===== src/rtl/serial_tx.sv =====
// ---------------------------------------------------------------------------
// serial_tx
//   Parallel-in, serial-out frame transmitter. Takes one WIDTH-bit word over a
//   valid/ready handshake and sends it on a single wire as
//     start bit (0), WIDTH data bits LSB first, stop bit (1),
//   with every bit held for CLKS_PER_BIT clocks. The line idles high.
//
// Parameters
//   WIDTH         data bits per frame (>= 1)
//   CLKS_PER_BIT  clocks each serial bit is held (>= 1)
//
// Ports
//   clk        system clock, all state changes on posedge
//   rst_n      asynchronous active-low reset; aborts any frame in flight
//   din        word to transmit, sampled only on an accepting edge
//   din_valid  source presents a word on din
//   din_ready  registered; high while the transmitter is idle
//   sout       serial line output (registered)
//   busy       high while a frame (start, data or stop) is in progress
//   done       one-cycle pulse on the edge that returns to idle
// ---------------------------------------------------------------------------
module serial_tx #(
  parameter int WIDTH        = 8,
  parameter int CLKS_PER_BIT = 1
) (
  input  logic             clk,
  input  logic             rst_n,
  input  logic [WIDTH-1:0] din,
  input  logic             din_valid,
  output logic             din_ready,
  output logic             sout,
  output logic             busy,
  output logic             done
);

  localparam int BIT_W = $clog2(WIDTH) + 1;
  localparam int DIV_W = $clog2(CLKS_PER_BIT) + 1;

  localparam logic [BIT_W-1:0] BIT_LAST = BIT_W'(WIDTH - 1);
  localparam logic [DIV_W-1:0] DIV_LAST = DIV_W'(CLKS_PER_BIT - 1);

  localparam logic [1:0] ST_IDLE  = 2'd0;
  localparam logic [1:0] ST_START = 2'd1;
  localparam logic [1:0] ST_DATA  = 2'd2;
  localparam logic [1:0] ST_STOP  = 2'd3;

  logic [1:0]       state;
  logic [WIDTH-1:0] shreg;
  logic [WIDTH-1:0] shreg_nxt;
  logic [BIT_W-1:0] bitcnt;
  logic [DIV_W-1:0] divcnt;
  logic             bit_end;
  logic             accept;

  // The next data bit is taken from the already-shifted word so that sout
  // stays a pure register output and WIDTH=1 needs no special case.
  assign shreg_nxt = shreg >> 1;
  assign bit_end   = (divcnt == DIV_LAST);
  assign accept    = din_valid && din_ready;

  always_ff @(posedge clk or negedge rst_n) begin
    if (!rst_n) begin
      state     <= ST_IDLE;
      shreg     <= '0;
      bitcnt    <= '0;
      divcnt    <= '0;
      sout      <= 1'b1;
      busy      <= 1'b0;
      done      <= 1'b0;
      din_ready <= 1'b0;
    end else begin
      done <= 1'b0;
      case (state)
        ST_IDLE: begin
          divcnt <= '0;
          bitcnt <= '0;
          if (accept) begin
            shreg     <= din;
            state     <= ST_START;
            sout      <= 1'b0;
            busy      <= 1'b1;
            din_ready <= 1'b0;
          end else begin
            // Also the path that first raises din_ready after reset release;
            // din_ready was still 0 on that edge, so nothing is accepted.
            sout      <= 1'b1;
            busy      <= 1'b0;
            din_ready <= 1'b1;
          end
        end

        ST_START: begin
          if (bit_end) begin
            divcnt <= '0;
            bitcnt <= '0;
            state  <= ST_DATA;
            sout   <= shreg[0];
          end else begin
            divcnt <= divcnt + DIV_W'(1);
          end
        end

        ST_DATA: begin
          if (bit_end) begin
            divcnt <= '0;
            shreg  <= shreg_nxt;
            bitcnt <= bitcnt + BIT_W'(1);
            if (bitcnt == BIT_LAST) begin
              state <= ST_STOP;
              sout  <= 1'b1;
            end else begin
              sout <= shreg_nxt[0];
            end
          end else begin
            divcnt <= divcnt + DIV_W'(1);
          end
        end

        ST_STOP: begin
          if (bit_end) begin
            divcnt    <= '0;
            state     <= ST_IDLE;
            sout      <= 1'b1;
            busy      <= 1'b0;
            done      <= 1'b1;
            din_ready <= 1'b1;
          end else begin
            divcnt <= divcnt + DIV_W'(1);
          end
        end

        default: begin
          state     <= ST_IDLE;
          sout      <= 1'b1;
          busy      <= 1'b0;
          din_ready <= 1'b0;
        end
      endcase
    end
  end

endmodule


===== config.mk =====
export PLATFORM = sky130hd
export DESIGN_NAME = serial_tx
export DESIGN_NICKNAME = d
export VERILOG_FILES = /design/src/rtl/serial_tx.sv
export SDC_FILE = /design/constraint.sdc
export NUM_CORES = 1
export LEC_CHECK = 0
export ABC_AREA = 1
export CAP_MARGIN = 20
export CELL_PAD_IN_SITES_DETAIL_PLACEMENT = 1
export CELL_PAD_IN_SITES_GLOBAL_PLACEMENT = 2
export CORE_UTILIZATION = 32
export DETAILED_ROUTE_END_ITERATION = 10
export PLACE_DENSITY_LB_ADDON = 0.12
export SYNTH_ARGS = -nofsm -noshare
export SYNTH_HDL_FRONTEND = slang
export SYNTH_SLANG_ARGS = --single-unit

===== constraint.sdc =====
create_clock -name clk -period 3.8 [get_ports clk]
set_input_delay 0.57 -clock clk [delete_from_list [all_inputs] [get_ports clk]]
set_output_delay 0.57 -clock clk [all_outputs]
set_load 0.02 [all_outputs]

## Word level (Yosys, flattened, before mapping)

Cells that the tools add are included.

| cells by class | value |
|---|---|
| $add $sub $neg | 2 |
| equal/unequal tests | 9 |
| multiplexer cells | 26 |
| reductions and logical operators | 11 |

Operators with widths:

| kind | count |
|---|---|
| $mux 8 | 2 |
| $pmux 8 s2 | 1 |
| $pmux 4 s3 | 1 |
| $mux 1 | 10 |
| $mux 2 | 5 |
| $ne 2x2->1 const B | 5 |
| $reduce_and 3->1 | 3 |
| $mux 4 | 2 |
| $pmux 2 s4 | 1 |
| $pmux 1 s2 | 3 |
| $reduce_and 5->1 | 1 |
| $add 4x1->4 const B | 1 |
| $eq 2x2->1 const B | 2 |
| $eq 4x3->1 const B | 1 |
| $pmux 1 s4 | 1 |
| $reduce_bool 2->1 | 2 |
| $reduce_bool 3->1 | 1 |
| $reduce_or 3->1 | 1 |
| $eq 2x1->1 const B | 1 |
| $logic_not 2->1 | 1 |
| $reduce_and 2->1 | 1 |
| $add 1x1->1 const B | 1 |
| $logic_and 1x1->1 | 1 |

| word-level totals | value |
|---|---|
| flip-flop bits (word level) | 19 |
| input bits | 11 |
| output and inout bits | 4 |

## Longest topological paths before layout

| depth | value |
|---|---|
| depth after elaboration | 4 |
| gate-level depth with buffers | 8 |
| mapped depth without buffers | 7 |

## Least setup slack after synthesis

No wires, ideal clock.

| timing path | value |
|---|---|
| kind | reg-to-reg |
| start point | reg state[0] |
| end point | reg shreg[0] |
| library setup time | 0.116 ns |
| arrival | 1.203 ns |
| required time | 3.684 ns |
| slack | 2.481 ns |
| cell stages (with the launch flop) | 8 |
| clock period less this slack | 1.319 ns |
| cell sequence | dfrtp_1 > inv_1 > ha_1 > nor2_2 > a21oi_4 > inv_4 > nand2_1 > nand2_1 |

| on the way | value |
|---|---|
| word-level cells in the longest chain between the ends | 3 |
| elaborated cells between the ends (all ways) | 7 |

RTL lines:

| item | RTL line | text |
|---|---|---|
| start: declaration | 47 | `logic [1:0] state;` |
| start signal: assignment | 63 | `state <= ST_IDLE;` |
| start signal: assignment | 79 | `state <= ST_START;` |
| start signal: assignment | 96 | `state <= ST_DATA;` |
| $eq 2x2->1 or $logic_not 2->1 (tied branches) | 73 | `case (state)` |
| $ne 2x2->1 (no source line) or $reduce_bool 2->1 (tied branches) | - |  |
| $reduce_and 3->1 (no source line) | - |  |
| end signal: assignment | 78 | `shreg <= din;` |
| end signal: assignment | 106 | `shreg <= shreg_nxt;` |
| end: declaration | 48 | `logic [WIDTH-1:0] shreg;` |

Parallel ways exist; a longest one is shown, timed or not.
A chain may end at the register's enable or synchronous reset.

## Worst setup path after layout

| timing path | value |
|---|---|
| start point | reg sout |
| end point | out sout |

RTL lines:

| item | RTL line | text |
|---|---|---|
| start: declaration | 31 | `output logic sout,` |
| start signal: assignment | 97 | `sout <= shreg[0];` |
| start signal: assignment | 112 | `sout <= shreg_nxt[0];` |

No word-level cell between the ends.

==> out/qor.txt <==
# DRC: 0
# clock sinks: 18
Num rows: 19
Most frequent cell after synthesis: nand2_1
Global placement routability congestion: 0.7637
Htree depth: 1
Number of global-route vias before repair: 829
Final ANT Viol Nets: 0
Post-synth top cells: nand2_1 (59), dfrtp_1 (17), inv_1 (10), nor2_1 (10), ha_1 (7)
Syn Inst Count: 123
Area grow syn2layout: 20.55%
Synth top area share: 44.80%
Fin crit period: 1.983 ns
Final Util: 41.16%
Worst-path clk slew: 0.11 ns
Nets: 158
Hold crit path type: reg -> reg
Critical Path RT: 3.23 ns
ANT cells: 0
CTS tree: done
Clock latency on the worst-skew pair: 0.30 ns
Die width: 56.48 um
Startpoint class of the critical path: flop
Post-synth EDFFs: 0
Layout cells sized above 1: 5.036%
Initial Util: 34.14%
RSZ-0062 raised after global routing: false
Yosys reg bits: 18
Num ports: 15
CP max stage delay: 0.60 ns
CP cell instances: clkdlybuf4s50_1
Final hold vios: 0
Mapped Area: 949.7 um2
Area of the die: 0.003189 mm2
Max-Slew Margin vs Limit: 42.98%
Gr ovfl total: 0
CTS Root Buffer Type: clkbuf_4
Post-synth ARST share: 100.0%
Dominant synthesized flop cell: dfrtp_1
Cell area after layout: 0.001145 mm2
Yosys cell types: 18
Clk buf depth: 2
HPWL Detailed: 1570 um
Status: finished clean
Avg Vias per Cell: 4.747
Leading area contributor after synthesis: dfrtp_1
Worst path bufs/invs: 1
Inserted Clock Buffers: 3
Overall power: 941.1 uW
Setup violations, final: 0
Drt pass-1 iters: 4
Post-CTS Resized: 0
Top cells by area, synth: dfrtp_1 (45%), nand2_1 (23%), ha_1 (9.2%), inv_1 (4.0%), nor2_1 (4.0%)
Placed instance area: 0.001119 mm2
Worst Tran Pin Value: 0.8527 ns
Worst Path Arrival: 1.41 ns
Setup TNS: 0 ns
Worst Setup Path Type: reg -> out
Max-Cap Viols: 0
Sequential element share of the synthesized area: 47.56%
Core Area: 0.002781 mm2
Initial antenna violation count: 0
Worst setup EP type: primary output
Wire per inst: 12.44 um
CP max FO: 1
Vias: 807
Final slew viol count: 0
Pin count of the biggest net entering global routing: 19
GRT Total Usage: 15.12%
Iter 0 DRT Violations: 24
Net Count, Synth: 141
Worst Skew: 0.01334 ns
Synth warnings: 0
Max Clock Freq: 0.5044 GHz
Height of the chip: 56.48 um
# Post-CTS Setup Buffers: 0
Top delay family on crit path: buffers and inverters
Port buffer count: 14
Worst vdd ir: 0.0004311 V
Final Cycle Share: 52.17%
Pwr per Cell Area: 822.0 mW/mm2
Leak pwr: 0.6021 nW
Syn_area_per_cell: 7.721 um2
First-pass GRT wire length: 3670 um
# hold bufs at CTS: 0
Critical path's slowest cell: clkdlybuf4s50_1
Post-Route WL: 2114 um
==> layout by cell type (no fill, tap or decap) <==
cell type / Yosys / layout
nand2_1: 59 / 59
dfrtp_1: 17 / 17
clkdlybuf4s50_1: 0 / 14
inv_1: 10 / 10
nor2_1: 10 / 10
ha_1: 7 / 7
nand3_1: 5 / 5
a21oi_1: 3 / 3
clkbuf_4: 0 / 3
nor2_2: 1 / 1
a21oi_4: 1 / 1
inv_4: 1 / 1
o21ai_1: 1 / 1
and3_1: 1 / 1
nor3_1: 1 / 1
o21a_1: 1 / 1
nand4_1: 1 / 1
o21ai_0: 1 / 1
clkbuf_1: 0 / 1
dfstp_2: 1 / 1
==> routing by layer <==
| layer | vias up | part of all wire [%] | track usage [%] |
|---|---|---|---|
| met5 | - | 0 | 0 |
| met4 | 0 | 2.0 | 8.362 |
| met3 | 4 | 1.7 | 2.074 |
| met2 | 8 | 49 | 25.88 |
| met1 | 388 | 47 | 18.10 |
| li1 | 407 | - | - |
==> path summary, 6_finish.rpt <==
check,start,slack [ns],cells past startpoint,endpoint
min reg2reg,shreg[4],0.49,2,shreg[4]
min in group asynchronous,rst_n,0.74,1,bitcnt[1]
max reg2reg,state[0],2.08,7,shreg[3]
max,sout,1.82,1,sout
max in group asynchronous,rst_n,2.52,1,din_ready
min,shreg[4],0.49,2,shreg[4]
==> worst min-delay path, stage by stage (launching register included) <==
cell,delay (ns)
dfrtp_1,0.36
nand2_1,0.05
nand2_1,0.05
==> registers in the layout (all words and copies together) (netlist names) <==
signal	flops
din_ready	1
shreg	8
bitcnt	4
sout	1
done	1
state	2
busy	1
==> kinds of logic after synthesis <==
| family | Yosys count | synth area share [%] |
|---|---|---|
| and+or+nand+nor | 78 | 32.41 |
| buffers and inverters | 13 | 5.666 |
| AOI/OAI and AO/OA | 7 | 5.138 |
| DFF | 18 | 47.56 |
| adders and majority gates | 7 | 9.222 |
==> final cells by class <==
| cell class | instances | area (um2) |
|---|---|---|
| multi-input cells | 92 | 444.2 |
| inverters | 11 | 43.79 |
| flip-flops and latches | 18 | 451.7 |
| clock buffers | 4 | 26.28 |
| repair buffers | 14 | 140.1 |
| fillers | 349 | 1637 |
| well taps | 31 | 38.79 |
==> power by group <==
group / switching (mW) / internal (mW) / leakage (nW)
clock: 0.0616 / 0.0409 / 0.0150
combinational: 0.320 / 0.186 / 0.361
sequential: 0.0533 / 0.280 / 0.226
==> stage by stage <==
stage | setup slack, ns | instances | hold WS [ns]
finish | 1.817 | 170 | 0.4861
global route | 1.769 | 170 | 0.5146
CTS | 1.793 | 170 | 0.4932
detailed placement | 1.965 | 166 | 0.4639
global placement | 1.975 | 166 | 0.4638
floorplan | 2.481 | 123 | 0.2744
No activity file was read; power rests on OpenSTA's default activity.
